## src/rtl/simple_pkg.sv

```systemverilog
// rtl/simple_pkg.sv - shared encodings for the fetch stage and decoder
package simple_pkg;

    localparam logic [15:0] NOP_INST = 16'hC0E0;
    localparam logic [1:0]  HLT_OP   = 2'b11;
    localparam logic [3:0]  HLT_FUNC = 4'b1111;

    typedef enum logic {
        FETCH_RUN    = 1'b0,
        FETCH_HALTED = 1'b1
    } fetch_state_e;

    function automatic logic is_hlt(input logic [15:0] inst);
        return (inst[15:14] == HLT_OP) && (inst[7:4] == HLT_FUNC);
    endfunction

endpackage

```

## src/rtl/fetch_stage.sv

```systemverilog
// rtl/fetch_stage.sv - PC, IF/ID register, run/halt FSM and fetch counter
import simple_pkg::*;

module fetch_stage (
    input  logic        clk,
    input  logic        rst,
    output logic [15:0] imem_addr,
    input  logic [15:0] imem_rdata,
    input  logic        stall,
    input  logic        redirect,
    input  logic [15:0] redirect_pc,
    output logic [15:0] id_inst,
    output logic [15:0] id_pc1,
    output logic        id_valid,
    output logic        halted,
    output logic [15:0] fetch_count
);

    logic [15:0]  pc;
    logic [15:0]  pc_inc;
    fetch_state_e state;

    assign pc_inc    = pc + 16'd1;
    assign imem_addr = pc;
    assign halted    = (state == FETCH_HALTED);

    // Redirect outranks stall so a taken branch can never be lost behind a hazard hold.
    always_ff @(posedge clk or posedge rst) begin
        if (rst) begin
            pc          <= 16'h0000;
            id_inst     <= NOP_INST;
            id_pc1      <= 16'h0000;
            id_valid    <= 1'b0;
            state       <= FETCH_RUN;
            fetch_count <= 16'h0000;
        end else if (redirect) begin
            pc       <= redirect_pc;
            id_inst  <= NOP_INST;
            id_valid <= 1'b0;
            state    <= FETCH_RUN;
        end else if (stall) begin
            pc       <= pc;
        end else if (state == FETCH_HALTED) begin
            id_inst  <= NOP_INST;
            id_valid <= 1'b0;
        end else begin
            id_inst     <= imem_rdata;
            id_pc1      <= pc_inc;
            id_valid    <= 1'b1;
            pc          <= pc_inc;
            fetch_count <= fetch_count + 16'd1;
            if (is_hlt(imem_rdata))
                state <= FETCH_HALTED;
        end
    end

endmodule

```

## config.mk

```make
export PLATFORM = sky130hd
export DESIGN_NAME = fetch_stage
export DESIGN_NICKNAME = d
export VERILOG_FILES = /design/src/rtl/simple_pkg.sv /design/src/rtl/fetch_stage.sv
export SDC_FILE = /design/constraint.sdc
export NUM_CORES = 1
export LEC_CHECK = 0
export BUFFER_PORTS_ARGS = -buffer_cell sky130_fd_sc_hd__buf_2
export CAP_MARGIN = 20
export CORE_ASPECT_RATIO = 0.6
export CORE_MARGIN = 10
export CORE_UTILIZATION = 50
export CTS_CLUSTER_SIZE = 25
export DETAILED_ROUTE_END_ITERATION = 8
export PLACE_DENSITY = 0.83
export SLEW_MARGIN = 20
export SYNTH_ARGS = -nofsm -noshare
export SYNTH_HDL_FRONTEND = slang
export SYNTH_SLANG_ARGS = --single-unit
export TNS_END_PERCENT = 100
```

## constraint.sdc

```tcl
create_clock -name clk -period 2.6 [get_ports clk]
set_input_delay 0.13 -clock clk [delete_from_list [all_inputs] [get_ports clk]]
set_output_delay 0.13 -clock clk [all_outputs]
set_load 0.02 [all_outputs]
```

After elaboration in Yosys (flattened, before gate mapping)
Cells that the tools add are included.
Widths: inputs -> output; s select.
{"block": "classes", "n_eq_ne": 4, "addsub": 2, "muxes": 13, "div": 0, "n_lt_le_gt_ge": 0, "mul": 0, "n_reduce_logical": 3, "bitwise_logic": 3, "n_shift": 0}
{"operator": "$mux 16", "count": 6}
{"operator": "$add 16x1->16 const B", "count": 2}
{"operator": "$mux 1", "count": 7}
{"operator": "$eq 4x4->1 const B", "count": 1}
{"operator": "$not 1->1", "count": 3}
{"operator": "$reduce_and 3->1", "count": 1}
{"operator": "$eq 2x2->1 const B", "count": 1}
{"operator": "$ne 2x1->1 const B", "count": 1}
{"operator": "$ne 2x2->1 const B", "count": 1}
{"operator": "$reduce_and 2->1", "count": 1}
{"operator": "$logic_and 1x1->1", "count": 1}
{"block": "totals", "regBits": 66, "word_cells": 31, "latchBits": 0, "ram_bits": 0, "output_inout_bits": 66, "memories": 0, "inputBits": 36, "romBits": 0}

Depth between registers and ports, before layout
Gate-level depths: netlist (run 1).
{"block": "logic_depth", "depth_word": 6, "mapped_depth": 6, "depth_no_buf": 5}

Worst setup path after synthesis (run 1)
OpenSTA, ideal clock, no wires.
{"block": "synth_timing", "path_kind": "register -> register", "startpoint": "reg pc[0] (netlist: imem_addr[0])", "endpoint": "reg id_pc1[14]", "arrival_time_ps": 1857, "required_ps": 2480, "setup_slack_ps": 624, "path_stages_with_launch": 7, "path_cell_list": "dfrtp_1 ha_1 nand3_1 clkbuf_1 nor4_1 mux2i_1 nand2_1"}
{"block": "synth_via", "elab_chain_cells": 1}
{"element": "from (decl)", "line": "fetch_stage.sv:19", "source": "logic [15:0] pc;"}
{"element": "from (signal assigned)", "line": "fetch_stage.sv:37", "source": "pc <= redirect_pc;"}
{"element": "from (signal assigned)", "line": "fetch_stage.sv:42", "source": "pc <= pc;"}
{"element": "from (signal assigned)", "line": "fetch_stage.sv:50", "source": "pc <= pc_inc;"}
{"element": "$add 16x1->16", "line": "fetch_stage.sv:23", "source": "assign pc_inc = pc + 16'd1;"}
{"element": "to (signal assigned)", "line": "fetch_stage.sv:48", "source": "id_pc1 <= pc_inc;"}
{"element": "to (decl)", "line": "fetch_stage.sv:13", "source": "output logic [15:0] id_pc1,"}
Every way passes these cells.
A chain may end at the register's enable or synchronous reset.

Worst setup path after layout (run 1)
Ends and elaborated chain as after synthesis.

==> results of run 1 <==
[area by class of cell]
class                      count  area [um^2]  area share [%]
sequential                    66         1660            40.5
multi-input combinational    211         1350            32.9
timing repair buffer         127          753            18.4
clock buffer                  11          131            3.21
tap                           84          105            2.57
clock inverter                 5         78.8            1.93
inverter                       5         18.8           0.458
[synth_stat cells (2+ instances only)]
| cell | count | area share (%) |
|---|---|---|
| dfrtp_1 | 61 | 49 |
| o22a_1 | 5 | 1.4 |
| nor3_1 | 6 | 0.97 |
| dfstp_2 | 5 | 4.2 |
| nand3_1 | 11 | 1.8 |
| nand4_1 | 6 | 1.2 |
| or3_1 | 3 | 0.60 |
| o21ai_0 | 25 | 4.0 |
| or2_2 | 2 | 0.40 |
| o31ai_1 | 3 | 0.73 |
| nor4_1 | 10 | 2.0 |
| ha_1 | 2 | 0.81 |
| a31oi_1 | 3 | 0.60 |
| nor2_1 | 16 | 1.9 |
| buf_2 | 2 | 0.32 |
| nand2_1 | 47 | 5.7 |
| xor2_1 | 7 | 2.0 |
| clkbuf_1 | 10 | 1.2 |
| xnor2_1 | 31 | 8.7 |
| or4_1 | 3 | 0.73 |
| inv_1 | 5 | 0.60 |
| mux2i_1 | 3 | 0.97 |
| a22o_1 | 11 | 3.1 |
| buf_4 | 2 | 0.48 |
| nor2b_1 | 2 | 0.40 |
[power groups by stage]
stage	Clock, mW	Sequential (mW)	Combinational, mW
after detailed placement	0	1.31	0.601
after floorplan	0	1.42	0.240
final	0.936	1.29	0.618
after global placement	0	1.30	0.589
after global routing	1.01	1.31	0.677
after CTS	0.957	1.29	0.625
[cells by family after synthesis]
group	share of synthesized area (%)
XOR/XNOR	10.7
AO/OA/AOI/OAI	10.7
AND/OR/NAND/NOR	20.1
multiplexers	0.968
adder cells (fa/ha/maj)	0.806
flip-flops	53.4
buffers and inverters	3.27
[flip-flops by register name, indices dropped and copies added, names as in the netlist]
register / count
fetch_count: 16
id_valid: 1
imem_addr: 16
id_pc1: 16
id_inst: 16
halted: 1
[through the flow]
step / setup WS [ns] / utilization [%] / std cells / hold slack, ns / power [mW]
after floorplan: 0.624 / - / 299 / 0.251 / 1.66
after global placement: 0.664 / 60.7 / 472 / 0.316 / 1.89
after detailed placement: 0.544 / 60.7 / 472 / 0.319 / 1.91
after CTS: 0.510 / 67.6 / 509 / 0.00138 / 2.87
after global routing: 0.373 / 67.6 / 509 / 0.00661 / 3.00
final: 0.515 / 67.6 / 509 / 0.0223 / 2.84
[how the worst max path moves through the flow]
stage	from	to	slack [ns]	depth (start not counted)
floorplan	imem_addr[0]	id_pc1[14]	0.62	6
global placement	imem_addr[0]	id_pc1[14]	0.66	6
detailed placement	imem_addr[0]	id_pc1[14]	0.54	6
CTS	imem_addr[0]	id_pc1[14]	0.51	6
global route	imem_addr[0]	id_pc1[14]	0.37	6
finish	imem_addr[0]	id_pc1[14]	0.51	6
[layer usage]
metal	vias to the layer above	track usage, %	share of wire, %
li1	1287	-	-
met1	1312	25.4	46
met2	119	26.1	42
met3	8	8.93	11
met4	0	5.92	0.68
met5	-	0	0
[timing repair]
item,in CTS,in global routing
endpoints found under the hold margin,51,0
hold buffers,21,0
buffers inserted,0,0
endpoints found under the setup margin,0,0
==> flow_summary.json, run 1 <==
{
  "period_share_pct": 80.2,
  "die_h_um": 81.0,
  "setup_viol": 0,
  "synth-seq-cells": 66,
  "drive_gt1_share_pct": 32.0,
  "ys_async_sr_fraction_pct": 100,
  "synth-edff-count": 0,
  "io_pins": 102,
  "cts_sinks": 66,
  "vias": 2726,
  "stdcell_area_um2": 4090,
  "routed_wl_um": 8970,
  "clkSlewWorstSetupHoldPaths_ns": 0.07,
  "rrSetupSlack_ns": 0.51,
  "r2r_end": "id_pc1[14]",
  "hp-class": "input pin to flop",
  "drt_iter0_drc": 300,
  "critPathMaxFanout": 10,
  "cp_slowest_cell": "dfrtp_1",
  "slowest_delay_ns": 0.55,
  "core_area_um2": 6060,
  "dieArea_um2": 9860,
  "hold_viol": 0,
  "synth_cell_types": 43,
  "post_cts_resized": 0,
  "clock.fmax_mhz": 480,
  "p_sw_mw": 0.920,
  "hold_path_depth": 2,
  "syn2layout_area_growth_pct": 31.9,
  "row_count": 22,
  "p_int_mw": 1.93,
  "port_buffers": 101,
  "wl_per_cell_um": 17.6,
  "drc_errors": 0,
  "swShare_pct": 32.3,
  "fp.dieW_um": 122,
  "power_frac_clock_pct": 32.9,
  "cap_violations": 0,
  "hold_path.startpoint": "imem_rdata[3]",
  "p_comb_share_pct": 21.7,
  "syn_avg_cell_area_um2": 10.4,
  "yosysWarnings": 0,
  "slew_violations": 0,
  "critical_path.endpoint_type": "flop",
  "ant_nets": 0,
  "crit_family": "simple AND/OR/NAND/NOR gates",
  "insertion_delay_ns": 0.35,
  "cp-start-kind": "flop",
  "avgViaCountPerCell": 5.36,
  "dr.pass1.iters": 5,
  "antenna_found_initial": 0,
  "fin_tns_setup_ns": 0,
  "crit_arrival_ns": 2.32,
  "p_per_area_nw_per_um2": 695,
  "grt_max_degree": 39,
  "grt_pass1_vias": 2764,
  "antennaDiodeCount": 0,
  "synth_cells": 299,
  "status": "finished clean",
  "synth_nets": 337,
  "grt_use_total_pct": 18.8,
  "worstPathCellList": "ha_1 -> nand3_1 -> buf_4 -> nor4_1 -> mux2i_1 -> nand2_1",
  "rsz0062_at_grt": "no",
  "detailed_place_hpwl_um": 6640,
  "synth_area_um2": 3100,
  "finalCriticalPeriod_ns": 2.09,
  "cts.path.max_buffers": 2,
  "fillers": 491,
  "power_frac_seq_pct": 45.4,
  "r2r-start": "imem_addr[0]",
  "path_buf_inv": 1,
  "fin_skew_ns": 0.00831,
  "gp_congestion": 0.869,
  "grt-ovfl-total": 0,
  "cp.required_ns": 2.83,
  "cts_buffers": 9,
  "cts_root_buffer": "clkbuf_8",
  "max_slew.worst_pin.slew_ns": 0.846,
  "rr_worst_depth": 6,
  "layout_commonest_cell": "buf_2",
  "layout.nets": 458,
  "grt_pass1_wl_um": 14400,
  "synthFlopType": "dfrtp_1",
  "floorplan.initialDensity_pct": 51.2,
  "critical_path_class": "flop to flop",
  "final_cell_mix": "buf_2, dfrtp_1, nand2_1",
  "power_leakage_nw": 1.92,
  "holdPathEnd": "id_inst[3]",
  "dpl_cell_area_um2": 3670,
  "relSlewSlack_pct": 43.5,
  "seq_area_frac_synth_pct": 53.4,
  "htreeDepth": 3,
  "cts_tree": "built",
  "irDropWorstVdd_mv": 0.383
}
Note: power is estimated with default switching activity, not from simulation.
==> run 2: changes to the inputs <==
- clock period: 2.6 -> 1.93 ns (I/O delays scaled with it)
==> run 2 against run 1 <==
Compared with the run above: first-iteration DRC count down 18%; power is 34% higher; clock skew up 0.0038 ns; critical endpoint is now id_pc1[15]; critical path type unchanged.
==> flow_summary.json, run 2 (synthesis gave the netlist of run 1 again) <==
{
  "status": "finished clean",
  "cp-start-kind": "flop",
  "cts_tree": "built",
  "power_leakage_nw": 2.04,
  "gp_congestion": 0.960,
  "cp.required_ns": 2.20,
  "fp.dieW_um": 122,
  "io_pins": 102,
  "hold_path_depth": 3,
  "final_cell_mix": "buf_2, dfrtp_1, nand2_1",
  "grt_use_total_pct": 19.3,
  "vias": 2837,
  "drc_errors": 0,
  "whs_ns": 0.00999,
  "fin_skew_ns": 0.0122,
  "grt_pass1_vias": 2942,
  "clkSlewWorstSetupHoldPaths_ns": 0.08,
  "drt_iter0_drc": 247,
  "finalCriticalPeriod_ns": 1.86,
  "power_frac_seq_pct": 44.8,
  "detailed_place_hpwl_um": 6640,
  "fillers": 458,
  "worstPathCellList": "buf_4 -> nand4_4 -> or3_1 -> or4_1 -> a31oi_1",
  "hold_viol": 0,
  "crit_family": "simple AND/OR/NAND/NOR gates",
  "power_mw": 3.81,
  "port_buffers": 101,
  "max_slew.worst_pin.slew_ns": 0.852,
  "setup_viol": 0,
  "critPathMaxFanout": 9,
  "p_int_mw": 2.55,
  "swShare_pct": 33.1,
  "floorplan.initialDensity_pct": 51.2,
  "grt-ovfl-total": 0,
  "rsz0062_at_grt": "no",
  "core_area_um2": 6060,
  "p_sw_mw": 1.26,
  "layout_commonest_cell": "buf_2",
  "layout.nets": 483,
  "avgViaCountPerCell": 5.31,
  "grt_pass1_wl_um": 14800,
  "cts.path.max_buffers": 2,
  "dieArea_um2": 9860,
  "drive_gt1_share_pct": 36.0,
  "hp-class": "input pin to flop",
  "rr_worst_depth": 5,
  "relSlewSlack_pct": 43.1,
  "p_per_area_nw_per_um2": 878,
  "clock.fmax_mhz": 537,
  "routed_wl_um": 9280,
  "cts_root_buffer": "clkbuf_8",
  "timing.final.ws_setup_ns": 0.0690,
  "row_count": 22,
  "slowest_delay_ns": 0.53,
  "die_h_um": 81.0,
  "htreeDepth": 3,
  "dr.pass1.iters": 4,
  "path_buf_inv": 1,
  "cts_sinks": 66,
  "power_frac_clock_pct": 29.5,
  "antenna_found_initial": 0,
  "ant_nets": 0,
  "cap_violations": 0,
  "grt_max_degree": 43,
  "insertion_delay_ns": 0.35,
  "p_comb_share_pct": 25.7,
  "critical_path_class": "flop to flop",
  "wl_per_cell_um": 17.4,
  "syn2layout_area_growth_pct": 39.9,
  "cp_slowest_cell": "or4_1",
  "slew_violations": 0,
  "critical_path.endpoint_type": "flop",
  "antennaDiodeCount": 0,
  "irDropWorstVdd_mv": 0.411,
  "crit_arrival_ns": 2.13,
  "dpl_worst_slack_ns": -0.0764,
  "period_share_pct": 96.4,
  "cts_buffers": 9,
  "crit_cells": 5
}
[run 2: power by group through the flow]
stage	clock network, mW	registers, mW	logic [mW]
after CTS	1.14	1.70	0.976
after floorplan	0	1.92	0.325
after detailed placement	0	1.73	0.895
after global routing	1.20	1.72	1.07
final	1.12	1.71	0.980
after global placement	0	1.72	0.875
[run 2: what timing repair did]
action	in CTS	in global routing
gates resized for setup	2	4
setup endpoints to repair	2	6
endpoints found under the hold margin	53	0
pin swaps	0	2
buffers inserted	4	0
hold buffers	30	0
[run 2: area by class of cell]
cell class	instances	area [um^2]	share of cell area (%)
multi-input combinational	211	1380	31.7
timing repair buffer	152	988	22.8
inverter	5	18.8	0.432
tap	84	105	2.42
clock inverter	5	56.3	1.30
sequential	66	1670	38.4
clock buffer	11	131	3.03
[run 2: final timing paths]
path,endpoint,slack [ns],from
worst max-delay path,id_pc1[15],0.07,imem_addr[0]
worst min-delay path,imem_addr[14],0.01,redirect_pc[14]
worst max register to register,id_pc1[15],0.07,imem_addr[0]
worst min register to register,id_pc1[2],0.48,id_pc1[2]
max in group asynchronous,id_inst[15],0.91,rst
min in group asynchronous,fetch_count[14],0.35,rst
[run 2: tightest hold or removal path, delay by kind of cell]
| kind | cells | cell delay (ns) |
|---|---|---|
| and+or+nand+nor | 1 | 0.07 |
| AOI/OAI and AO/OA | 1 | 0.07 |
| buffers and inverters | 1 | 0.09 |
[run 2: stage by stage]
step | instance area [um^2] | util, % | instances | setup TNS [ns]
after floorplan | 3110 | - | 299 | 0
after global placement | 3800 | 62.7 | 484 | 0
after detailed placement | 3800 | 62.7 | 484 | -0.0837
after CTS | 4330 | 71.5 | 534 | 0
after global routing | 4340 | 71.7 | 534 | 0
final | 4340 | 71.7 | 534 | 0
[run 2: per-layer routing]
layer / up-vias / GRT usage [%] / share of wire [%] / routed length [um]
li1: 1340 / - / - / -
met3: 19 / 7.06 / 9.9 / 921
met2: 123 / 29.7 / 46 / 4250
met4: 0 / 8.18 / 2.1 / 198
met1: 1355 / 24.2 / 42 / 3910
met5: - / 0 / 0 / 0
==> run 3: changes to the inputs <==
- CORE_MARGIN: 10 -> unset
- CORE_UTILIZATION: 50 -> 45
- CTS_CLUSTER_SIZE: 25 -> 40
- PLACE_DENSITY: 0.83 -> 0.76
==> run 3 against run 2 <==
Compared with the run above: design area shrank 1.1%; critical path depth stayed put; sequential cell count is the same; clock-buffer cell count down 1; final cell count decreased by 1.9%; non-clock buffer count shrank 13; clock skew decreased by 0.0095 ns; highest routed layer unchanged.
==> flow_summary.json, run 3 (synthesis gave the netlist of run 1 again) <==
{
  "wl_per_cell_um": 16.1,
  "dp.cells": 490,
  "cts_tree": "built",
  "grt-ovfl-total": 0,
  "cts_sinks": 66,
  "die_h_um": 66.3,
  "cp.required_ns": 2.18,
  "drt_iter0_drc": 185,
  "irDropWorstVdd_mv": 0.522,
  "slowest_delay_ns": 0.50,
  "drc_errors": 0,
  "insertion_delay_ns": 0.32,
  "drive_gt1_share_pct": 38.0,
  "antennaDiodeCount": 0,
  "io_pins": 102,
  "max_slew.worst_pin.slew_ns": 0.875,
  "cap_violations": 0,
  "hp-class": "input pin to flop",
  "cp_slowest_cell": "or4_1",
  "grt_use_total_pct": 24.8,
  "dr.pass1.iters": 4,
  "rrSetupSlack_ns": 0.07,
  "layout.nets": 470,
  "whs_ns": 0.00499,
  "fin_tns_setup_ns": 0,
  "core_area_um2": 6680,
  "grt_pass1_vias": 2496,
  "gp_congestion": 0.901,
  "ant_nets": 0,
  "path_buf_inv": 1,
  "layout_commonest_cell": "buf_2",
  "final_cell_mix": "buf_2, dfrtp_1, nand2_1",
  "routed_wl_um": 8460,
  "critical_path.endpoint_type": "flop",
  "row_count": 23,
  "finalCriticalPeriod_ns": 1.86,
  "setup_viol": 0,
  "cts_buffers": 9,
  "period_share_pct": 96.5,
  "rsz0062_at_grt": "yes",
  "floorplan.initialDensity_pct": 46.5,
  "detailed_place_hpwl_um": 5990,
  "antenna_found_initial": 0,
  "slew_violations": 0,
  "power_leakage_nw": 2.03,
  "hold_viol": 0,
  "cts.path.max_buffers": 2,
  "status": "finished clean",
  "port_buffers": 101,
  "cp-start-kind": "flop",
  "grt_max_degree": 38,
  "dieArea_um2": 7240,
  "syn2layout_area_growth_pct": 38.3,
  "crit_family": "simple AND/OR/NAND/NOR gates",
  "critPathMaxFanout": 8,
  "worstPathCellList": "buf_6 -> nand4_4 -> or3_4 -> or4_1 -> a31oi_1",
  "clock.fmax_mhz": 537,
  "fillers": 579,
  "htreeDepth": 3,
  "crit_arrival_ns": 2.11,
  "avgViaCountPerCell": 5.24,
  "fin_skew_ns": 0.00268,
  "critical_path_class": "flop to flop",
  "multi_input_area_um2": 1390,
  "vias": 2747,
  "clkSlewWorstSetupHoldPaths_ns": 0.06,
  "fin_cells": 524,
  "cts_root_buffer": "clkbuf_16",
  "grt_pass1_wl_um": 13200,
  "relSlewSlack_pct": 41.5,
  "p_per_area_nw_per_um2": 957,
  "regArea_um2": 1670,
  "fp.dieW_um": 109
}
==> run 3: changes by cell type in the layout (fill, tap and decap cells not counted), sizes merged <==
cell         before  now
dlygate4sd3      30   14
clkbuf           11   10
inv               5    6
buf             122  125
bufinv            1    0
clkinvlp          1    2
==> run 3: report_power, final <==
group | internal [mW] | leakage, nW | switching [mW]
sequential | 1.56 | 0.823 | 0.174
combinational | 0.366 | 1.07 | 0.535
clock | 0.870 | 0.129 | 0.608
==> run 3: stage by stage <==
step | utilization (%) | power, mW | instance area [um^2] | setup WS (ns)
after floorplan | - | 2.24 | 3110 | 0.0208
after global placement | 57.1 | 2.58 | 3810 | 0.0883
after detailed placement | 57.1 | 2.60 | 3810 | -0.0213
after CTS | 63.5 | 4.12 | 4240 | 0.0213
after global routing | 64.3 | 4.31 | 4290 | -0.0135
final | 64.3 | 4.11 | 4290 | 0.0673
==> run 3: area by class of cell <==
type                    instances  share of cell area (%)
inverters                       5                   0.437
repair buffers                139                    19.6
clock inverters                 6                   0.991
clock buffers                  10                    5.34
well taps                      87                    2.54
flip-flops and latches         66                    38.8
multi-input cells             211                    32.3
==> run 3: path summary, 6_finish.rpt <==
check | start | to | cells past startpoint
max | imem_addr[0] | imem_addr[15] | 5
min | redirect_pc[9] | imem_addr[9] | 3
max reg2reg | imem_addr[0] | imem_addr[15] | 5
min reg2reg | fetch_count[15] | fetch_count[15] | 1
max in group asynchronous | rst | id_inst[15] | 4
min in group asynchronous | rst | id_pc1[1] | 3
==> run 3: worst register-to-register path, cell delays in order, from the launching register on <==
cell and delay [ns]:
dfrtp_2 0.44, buf_6 0.12, nand4_4 0.12, or3_4 0.44
or4_1 0.50, a31oi_1 0.17
==> run 3: repair_timing <==
item | in CTS | in global routing
endpoints found under the hold margin | 35 | 0
hold buffers | 14 | 0
gates resized for setup | 0 | 8
buffers inserted | 2 | 2
endpoints found under the setup margin | 1 | 7
pin swaps | 0 | 2
==> run 3: layer usage <==
layer  vias up  global-route usage [%]  part of all wire [%]
li1       1321                       -                     -
met2       101                    33.1                    42
met3         9                    7.39                   8.7
met4         0                    7.50                  0.92
met1      1316                    37.7                    49
met5         -                       0                     0
